===== config.mk =====
export PLATFORM = sky130hd
export DESIGN_NAME = adder_core
export DESIGN_NICKNAME = d
export VERILOG_FILES = /design/src/rtl/adder_pkg.sv /design/src/rtl/adder_out_reg.sv /design/src/rtl/adder_core.sv
export SDC_FILE = /design/constraint.sdc
export NUM_CORES = 1
export LEC_CHECK = 0
export CAP_MARGIN = 20
export CORE_ASPECT_RATIO = 0.75
export CORE_MARGIN = 2
export CORE_UTILIZATION = 46
export CTS_BUF_LIST = sky130_fd_sc_hd__clkbuf_4 sky130_fd_sc_hd__clkbuf_8
export DETAILED_ROUTE_END_ITERATION = 16
export GPL_ROUTABILITY_DRIVEN = 0
export PLACE_DENSITY = 0.77
export REMOVE_ABC_BUFFERS = 1
export SLEW_MARGIN = 0
export SYNTH_ARGS = -nofsm -noshare
export SYNTH_HDL_FRONTEND = slang
export SYNTH_SLANG_ARGS = --single-unit

===== constraint.sdc =====
create_clock -name clk -period 1.4 [get_ports clk]
set_input_delay 0.42 -clock clk [delete_from_list [all_inputs] [get_ports clk]]
set_output_delay 0.42 -clock clk [all_outputs]
set_load 0.1 [all_outputs]

===== src/rtl/adder_pkg.sv =====
// Shared types and helpers for the registered adder.
// Optional parity output is built only when ADDER_PARITY_EN is defined.
package adder_pkg;

  localparam int unsigned DEFAULT_WIDTH = 4;
  // Widest operand the helpers handle; callers zero-extend into it and truncate back.
  localparam int unsigned MAX_WIDTH     = 32;

  typedef logic [DEFAULT_WIDTH:0] sum_t;

  // Zero-extended sum; the extra MSB carries out so the add never overflows.
  function automatic logic [MAX_WIDTH:0] add_ext(input logic [MAX_WIDTH-1:0] op_a,
                                                 input logic [MAX_WIDTH-1:0] op_b);
    return {1'b0, op_a} + {1'b0, op_b};
  endfunction

  // Parity bit that gives {value, bit} an even number of ones; zero-extension is harmless.
  function automatic logic even_par(input logic [MAX_WIDTH:0] value);
    return ^value;
  endfunction

endpackage


===== src/rtl/adder_out_reg.sv =====
// Output stage of the adder: holds the result, applies hold/drain/replace rules and
// produces in_ready. The parity register exists only when ADDER_PARITY_EN is defined.
module adder_out_reg
  import adder_pkg::*;
#(
  parameter int unsigned WIDTH = DEFAULT_WIDTH
) (
  input  logic           clk_i,
  input  logic           rst_ni,
  input  logic           in_valid_i,
  input  logic           out_ready_i,
  input  logic [WIDTH:0] sum_i,
`ifdef ADDER_PARITY_EN
  input  logic           par_i,
  output logic           c_par_o,
`endif
  output logic           in_ready_o,
  output logic [WIDTH:0] c_o,
  output logic           out_valid_o
);

  logic [WIDTH:0] c_d, c_q;
  logic           valid_d, valid_q;
  logic           accept;
`ifdef ADDER_PARITY_EN
  logic           par_d, par_q;
`endif

  // Next-state: a new sum replaces c on accept; otherwise a consume just drops valid.
  always_comb begin
    in_ready_o = !valid_q || out_ready_i;
    accept     = in_valid_i && in_ready_o;
    c_d        = c_q;
    valid_d    = valid_q;
`ifdef ADDER_PARITY_EN
    par_d      = par_q;
`endif
    if (accept) begin
      c_d     = sum_i;
      valid_d = 1'b1;
`ifdef ADDER_PARITY_EN
      par_d   = par_i;
`endif
    end else if (out_ready_i) begin
      valid_d = 1'b0;
    end
  end

  // Result registers; async reset discards any pending result.
  always_ff @(posedge clk_i or negedge rst_ni) begin
    if (!rst_ni) begin
      c_q     <= '0;
      valid_q <= 1'b0;
`ifdef ADDER_PARITY_EN
      par_q   <= 1'b0;
`endif
    end else begin
      c_q     <= c_d;
      valid_q <= valid_d;
`ifdef ADDER_PARITY_EN
      par_q   <= par_d;
`endif
    end
  end

  assign c_o         = c_q;
  assign out_valid_o = valid_q;
`ifdef ADDER_PARITY_EN
  assign c_par_o     = par_q;
`endif

endmodule


===== src/rtl/adder_core.sv =====
// Registered unsigned adder with valid/ready handshake and a consumed-result counter.
// Define ADDER_PARITY_EN to add the registered even-parity output c_par.
module adder_core
  import adder_pkg::*;
#(
  parameter int unsigned WIDTH = DEFAULT_WIDTH,
  parameter int unsigned CNT_W = 16
) (
  input  logic             clk,
  input  logic             rst_n,
  input  logic [WIDTH-1:0] a,
  input  logic [WIDTH-1:0] b,
  input  logic             in_valid,
  output logic             in_ready,
  output logic [WIDTH:0]   c,
  output logic             out_valid,
  input  logic             out_ready,
  output logic [CNT_W-1:0] txn_cnt
`ifdef ADDER_PARITY_EN
  ,
  output logic             c_par
`endif
);

  logic [WIDTH:0]   sum;
  logic [CNT_W-1:0] txn_cnt_d, txn_cnt_q;
`ifdef ADDER_PARITY_EN
  logic             sum_par;
`endif

  // Combinational sum, carry in the MSB.
  always_comb begin
    sum = (WIDTH + 1)'(add_ext(MAX_WIDTH'(a), MAX_WIDTH'(b)));
`ifdef ADDER_PARITY_EN
    sum_par = even_par(MAX_WIDTH'(sum));
`endif
  end

  adder_out_reg #(
    .WIDTH(WIDTH)
  ) u_out_reg (
    .clk_i      (clk),
    .rst_ni     (rst_n),
    .in_valid_i (in_valid),
    .out_ready_i(out_ready),
    .sum_i      (sum),
`ifdef ADDER_PARITY_EN
    .par_i      (sum_par),
    .c_par_o    (c_par),
`endif
    .in_ready_o (in_ready),
    .c_o        (c),
    .out_valid_o(out_valid)
  );

  // Count results taken by downstream; wraps naturally.
  always_comb begin
    txn_cnt_d = txn_cnt_q;
    if (out_valid && out_ready) begin
      txn_cnt_d = txn_cnt_q + CNT_W'(1);
    end
  end

  // Counter register.
  always_ff @(posedge clk or negedge rst_n) begin
    if (!rst_n) begin
      txn_cnt_q <= '0;
    end else begin
      txn_cnt_q <= txn_cnt_d;
    end
  end

  assign txn_cnt = txn_cnt_q;

endmodule


==> summary.md, run 1 <==
| Metric | Value |
|---|---|
| Outcome | `aborted with a tool error` |
| Stopped at | `5_1_grt` |
| Stop err | `[ERROR DPL-0038] Utilization greater than 100%, impossible to legalize` |
| Sink Count | `22` |
| Synth Area in Compound Gates | `under 10%` |
| Die H | `45 um` |
| Synth Area in XOR/XNOR | `approximately 14%` |
| DP Wirelength | `2045 um` |
| Mux cell area share after synthesis | `under 10%` |
| Clock buffer depth | `2` |
| Synthesized area | `0.001031 mm^2` |
| Post-synth cell types | `20` |
| Largest family of logic cells by synthesized area | `simple AND/OR/NAND/NOR gates` |
| H-tree depth | `1` |
| Adder-cell area share of the yosys netlist | `8.010%` |
| Post-synth top area cell | `dfrtp_1` |
| Root Buffer | `clkbuf_4` |
| Worst ep type | `top-level output` |
| Avg Inst Size Synth | `11.09 um^2` |
| #FFs+latches synth | `22` |
| Simple-gate portion of the synthesized area | `between 10% and 20%` |
| I/O Buffers | `34` |
| Largest net degree at the start of global routing | `23` |
| Worst Endpoint after GRT Repair | `in_ready` |
| Ys Warns | `0` |
| Ranking of synthesized cells by area | `dfrtp_1 53%, xnor2_1 8.5%, ha_1 6.1%` |
| Initial cell density of the core | `49.88%` |
| Number of buffers created by CTS | `3` |
| Die W | `just under 60 um` |
| Seq/Total Area, Yosys | `a little over half` |
| Post-synth top area share | `53.40%` |
| Num rows | `14` |
| Mapped Cells | `93` |
| I/O Pins | `35` |
Yosys cell counts (all sizes together):
cell type  number
xor2            7
ha              5
nand2          13
nand3           5
a21oi           2
o21ai           4
nor2            6
xnor2          10
inv             5
and3            1
dfrtp          22
mux2            2
fa              1
nand2b          2
nor3            2
nand4           4
a21o            2
metrics by stage:
step	setup slack, ps	cell area (um^2)	setup TNS [ps]	cells
4_1_cts	-97.10	1889	-267.7	181
3_5_place_dp	-591.5	1722	-7215	163
3_3_place_gp	-490.8	1722	-6171	163
2_1_floorplan	-1339	1031	-14100	93
repair_timing:
| action | in CTS |
|---|---|
| setup buffers | 16 |
| pin swaps | 3 |
| hold buffers | 0 |
| gates resized for setup | 25 |
| endpoints found under the setup margin | 26 |
| endpoints found under the hold margin | 0 |
cell families after synthesis:
kind of cell / after synthesis
mux: 2
xor+xnor: 17
flops: 22
buf+inv: 5
fa+ha+maj: 6
simple gates: 33
compound gates: 8
==> inputs of run 2 (changes only) <==
CORE_AREA = 2 2 63 65   (was not set)
CORE_ASPECT_RATIO = not set   (was 0.75)
CORE_MARGIN = not set   (was 2)
CORE_UTILIZATION = not set   (was 46)
CTS_BUF_LIST = not set   (was sky130_fd_sc_hd__clkbuf_4 sky130_fd_sc_hd__clkbuf_8)
DIE_AREA = 0 0 65 67   (was not set)
PLACE_DENSITY = not set   (was 0.77)
PLACE_DENSITY_LB_ADDON = 0.15   (was not set)
==> summary.md, run 2 <==
| Metric | Value |
|---|---|
| Core outline area | `0.003606 mm^2` |
| Leading cell types in the layout, fill and taps excluded | `24 x buf_12, 19 x dfrtp_1, 16 x buf_4` |
| Failing checks | `negative setup slack` |
| Vias in the first global route | `843` |
| Largest net degree at the start of global routing | `23` |
| Peak VDD IR | `1.028 mV` |
| Initial cell density of the core | `28.59% (-21 points)` |
| Reg-to-Reg End | `txn_cnt[8]$_DFFE_PN0P_` |
| Detailed-route via count | `871` |
| Total track usage | `10.93%` |
| Actual slew at the worst max-slew pin | `217.8 ps` |
| Fraction of layout cells with a size suffix above 1 | `45.16%` |
| Power density cells | `1704 mW/mm^2` |
| CP Max Fanout | `4` |
| Reg2reg start | `txn_cnt[0]$_DFFE_PN0P_` |
| I/O Pins | `35 (unchanged)` |
| Ranking of synthesized cells by area | `dfrtp_1 53%, xnor2_1 8.5%, ha_1 6.1%` |
| Global route overflow | `0` |
| Commonest non-fill, non-tap cell in the layout | `buf_12` |
| Hold crit path type | `input port to async pin` |
| CP startpoint kind | `input port` |
| 1st-iter DRT viols | `23` |
| Final Hold Vio Count | `0` |
| Antenna Violating Nets Remaining | `0` |
| Slowest cell delay on critical path | `240 ps` |
| Number of buffers created by CTS | `3 (unchanged)` |
| Finished Cell Area | `0.001998 mm^2` |
| Synthesized area | `0.001031 mm^2 (unchanged)` |
| Synth cell count leaders | `22 x dfrtp_1, 13 x nand2_1, 10 x xnor2_1, 7 x xor2_1` |
| Avg Inst Size Synth | `11.09 um^2 (unchanged)` |
| Number of cells on the critical path | `3` |
| Setup crit start | `out_ready` |
| Slew HR | `between 80% and 90%` |
| Post-place instance area | `0.001779 mm^2 (+3.3%)` |
| Die W | `65 um (+11%)` |
| Critical path class | `input port to primary output` |
| FF-to-FF setup slack | `110 ps` |
| Ys async rst share | `100.0% (unchanged)` |
| Critical path's top delay family | `buffers and inverters` |
| CP Cell Sequence | `clkdlybuf4s15_1, nand2b_4, buf_12` |
| Worst setup endpoint | `in_ready` |
| Wirelength per Cell | `10.76 um` |
| FF-to-FF path depth | `5` |
| Die H | `67 um (+49%)` |
| Skew final | `5.349 ps` |
| Place WS | `-547.9 ps (+43.61 ps)` |
| Vias/cell | `4.291` |
| I/O Buffers | `34 (unchanged)` |
| WP data required | `980 ps` |
| Final worst setup slack | `-25.74 ps` |
| Data arrival, critical path | `1010 ps` |
| DRC | `0` |
| Largest register FFs | `16` |
| Wl on met1 | `approximately 890 um` |
| Post-synth EDFFs | `0 (unchanged)` |
| Critical path capture point type | `primary output` |
| Post-synth top area cell | `dfrtp_1` |
| Clock Latency Late Sink | `approximately 260 ps` |
| Top-count cell post-synth | `dfrtp_1` |
| Final critical-path required period | `about 1400 ps` |
| Sink Count | `22 (unchanged)` |
| Post-synth top area share | `53.40% (unchanged)` |
| Clock buffer depth | `2 (unchanged)` |
| CP Buf/Inv Count | `2` |
| First-pass GRT wire length | `3588 um` |
| Fin. max-slew vios | `0` |
| Routed WL | `2184 um` |
| Main synth FF type | `dfrtp_1` |
| Root Buffer | `clkbuf_8` |
| Initial antenna violation count | `0` |
| H-tree depth | `1 (unchanged)` |
| Maxcap violations | `0` |
| Placed cell count | `189 (+16%)` |
| Drt pass-1 iters | `2` |
| CTS hold repair buffers | `0 (unchanged)` |
| Max Fclk | `roughly 0.7 GHz` |
| Routed met3 length | `119 um` |
| CP max-delay cell | `clkdlybuf4s15_1` |
| Nets | `174` |
| Mapped Cells | `93 (unchanged)` |
| Ys Warns | `0 (unchanged)` |
| Metal2 WL | `between 1000 and 1500 um` |
| Post-synth cell types | `20 (unchanged)` |
| TritonCTS clock tree | `done` |
| Lkg Pwr | `just over 0.9 nW` |
| Top layer in use | `met4` |
| Clock transition at path regs | `approximately 80 ps` |
| DP Wirelength | `1646 um (-19%)` |
| Outcome | `finished with violations` |
| Setup violators final | `1` |
| Die Footprint | `about 0.0044 mm^2` |
| Unrepaired setup endpoints after global routing | `yes` |
| Fillcell total | `303` |
| #FFs+latches synth | `22 (unchanged)` |
| Layout area overhead | `93.81%` |
| Final period utilization | `101.8%` |
| Non-Filler Instances | `203` |
| Num rows | `22 (+8)` |
| Seq/Total Area, Yosys | `53.40% (unchanged)` |
| Number of antenna diodes | `0` |
-- run 2: metrics by stage --
step / hold WS, ps / TNS, ps / utilization [%] / power (mW)
after global routing: 505.9 / -79.69 / 55.41 / 3.535
final: 499.1 / -25.74 / 55.41 / 3.405
after detailed placement: 528.7 / -6788 / 49.34 / 2.665
after CTS: 508.6 / -32.70 / 52.50 / 3.340
after global placement: 520.1 / -6528 / 49.34 / 2.648
after floorplan: 124.4 / -14100 / - / 1.883
-- run 2: worst reg2reg max path: stages, from the launching register on --
cell and delay, ps:
dfrtp_1 390, ha_1 160, nand3_1 130, nor2_2 200
nand4_1 150, xnor2_1 150
-- run 2: timing repair --
action                                  4_1_cts  5_1_grt
gates cloned                                  0        0
buffers inserted                              3        7
pin swaps                                    10        4
resized for setup                            17       16
endpoints found under the setup margin       22       16
-- run 2: kinds of logic (layout without fill, tap and decap cells) --
logic type | count (synthesis) | after routing | share of synthesized area (%)
DFF | 22 | 22 | 53.40
adders and majority gates | 6 | 6 | 8.010
buffers and inverters | 5 | 67 | 1.821
and+or+nand+nor | 33 | 33 | 15.78
xor gates and xnor gates | 17 | 17 | 14.44
AOI/OAI and AO/OA | 8 | 8 | 4.369
muxes | 2 | 2 | 2.184
-- run 2: report_power, final --
group	internal, mW	total (mW)	switching (mW)
sequential	0.748	0.864	0.116
combinational	0.807	1.95	1.14
clock	0.382	0.591	0.209
-- run 2: worst min path at each step --
stage	from	slack [ps]	endpoint	cells past startpoint
after floorplan	rst_n	120	txn_cnt[0]$_DFFE_PN0P_	0
after global placement	u_out_reg.c_o[1]$_DFFE_PN0P_	520	u_out_reg.c_o[1]$_DFFE_PN0P_	2
after detailed placement	txn_cnt[15]$_DFFE_PN0P_	530	txn_cnt[15]$_DFFE_PN0P_	1
after CTS	rst_n	510	txn_cnt[9]$_DFFE_PN0P_	2
after global routing	rst_n	510	txn_cnt[10]$_DFFE_PN0P_	2
final	rst_n	500	txn_cnt[9]$_DFFE_PN0P_	2
-- run 2: area by class of cell --
class                   instances  area, um^2  share of cell area (%)
well taps                      48       60.06                   3.006
clock buffers                   3       41.29                   2.066
inverters                       5       18.77                  0.9393
multi-input cells              66       504.2                   25.23
flip-flops and latches         22       554.3                   27.74
repair buffers                 58       789.5                   39.51
clock inverters                 1       30.03                   1.503
-- run 2: layer usage --
metal | vias up | track usage (%)
li1 | 430 | -
met1 | 411 | 12.45
met2 | 25 | 18.69
met3 | 5 | 2.534
met4 | 0 | 6.383
met5 | - | 0
Note: power is estimated with default switching activity, not from simulation.
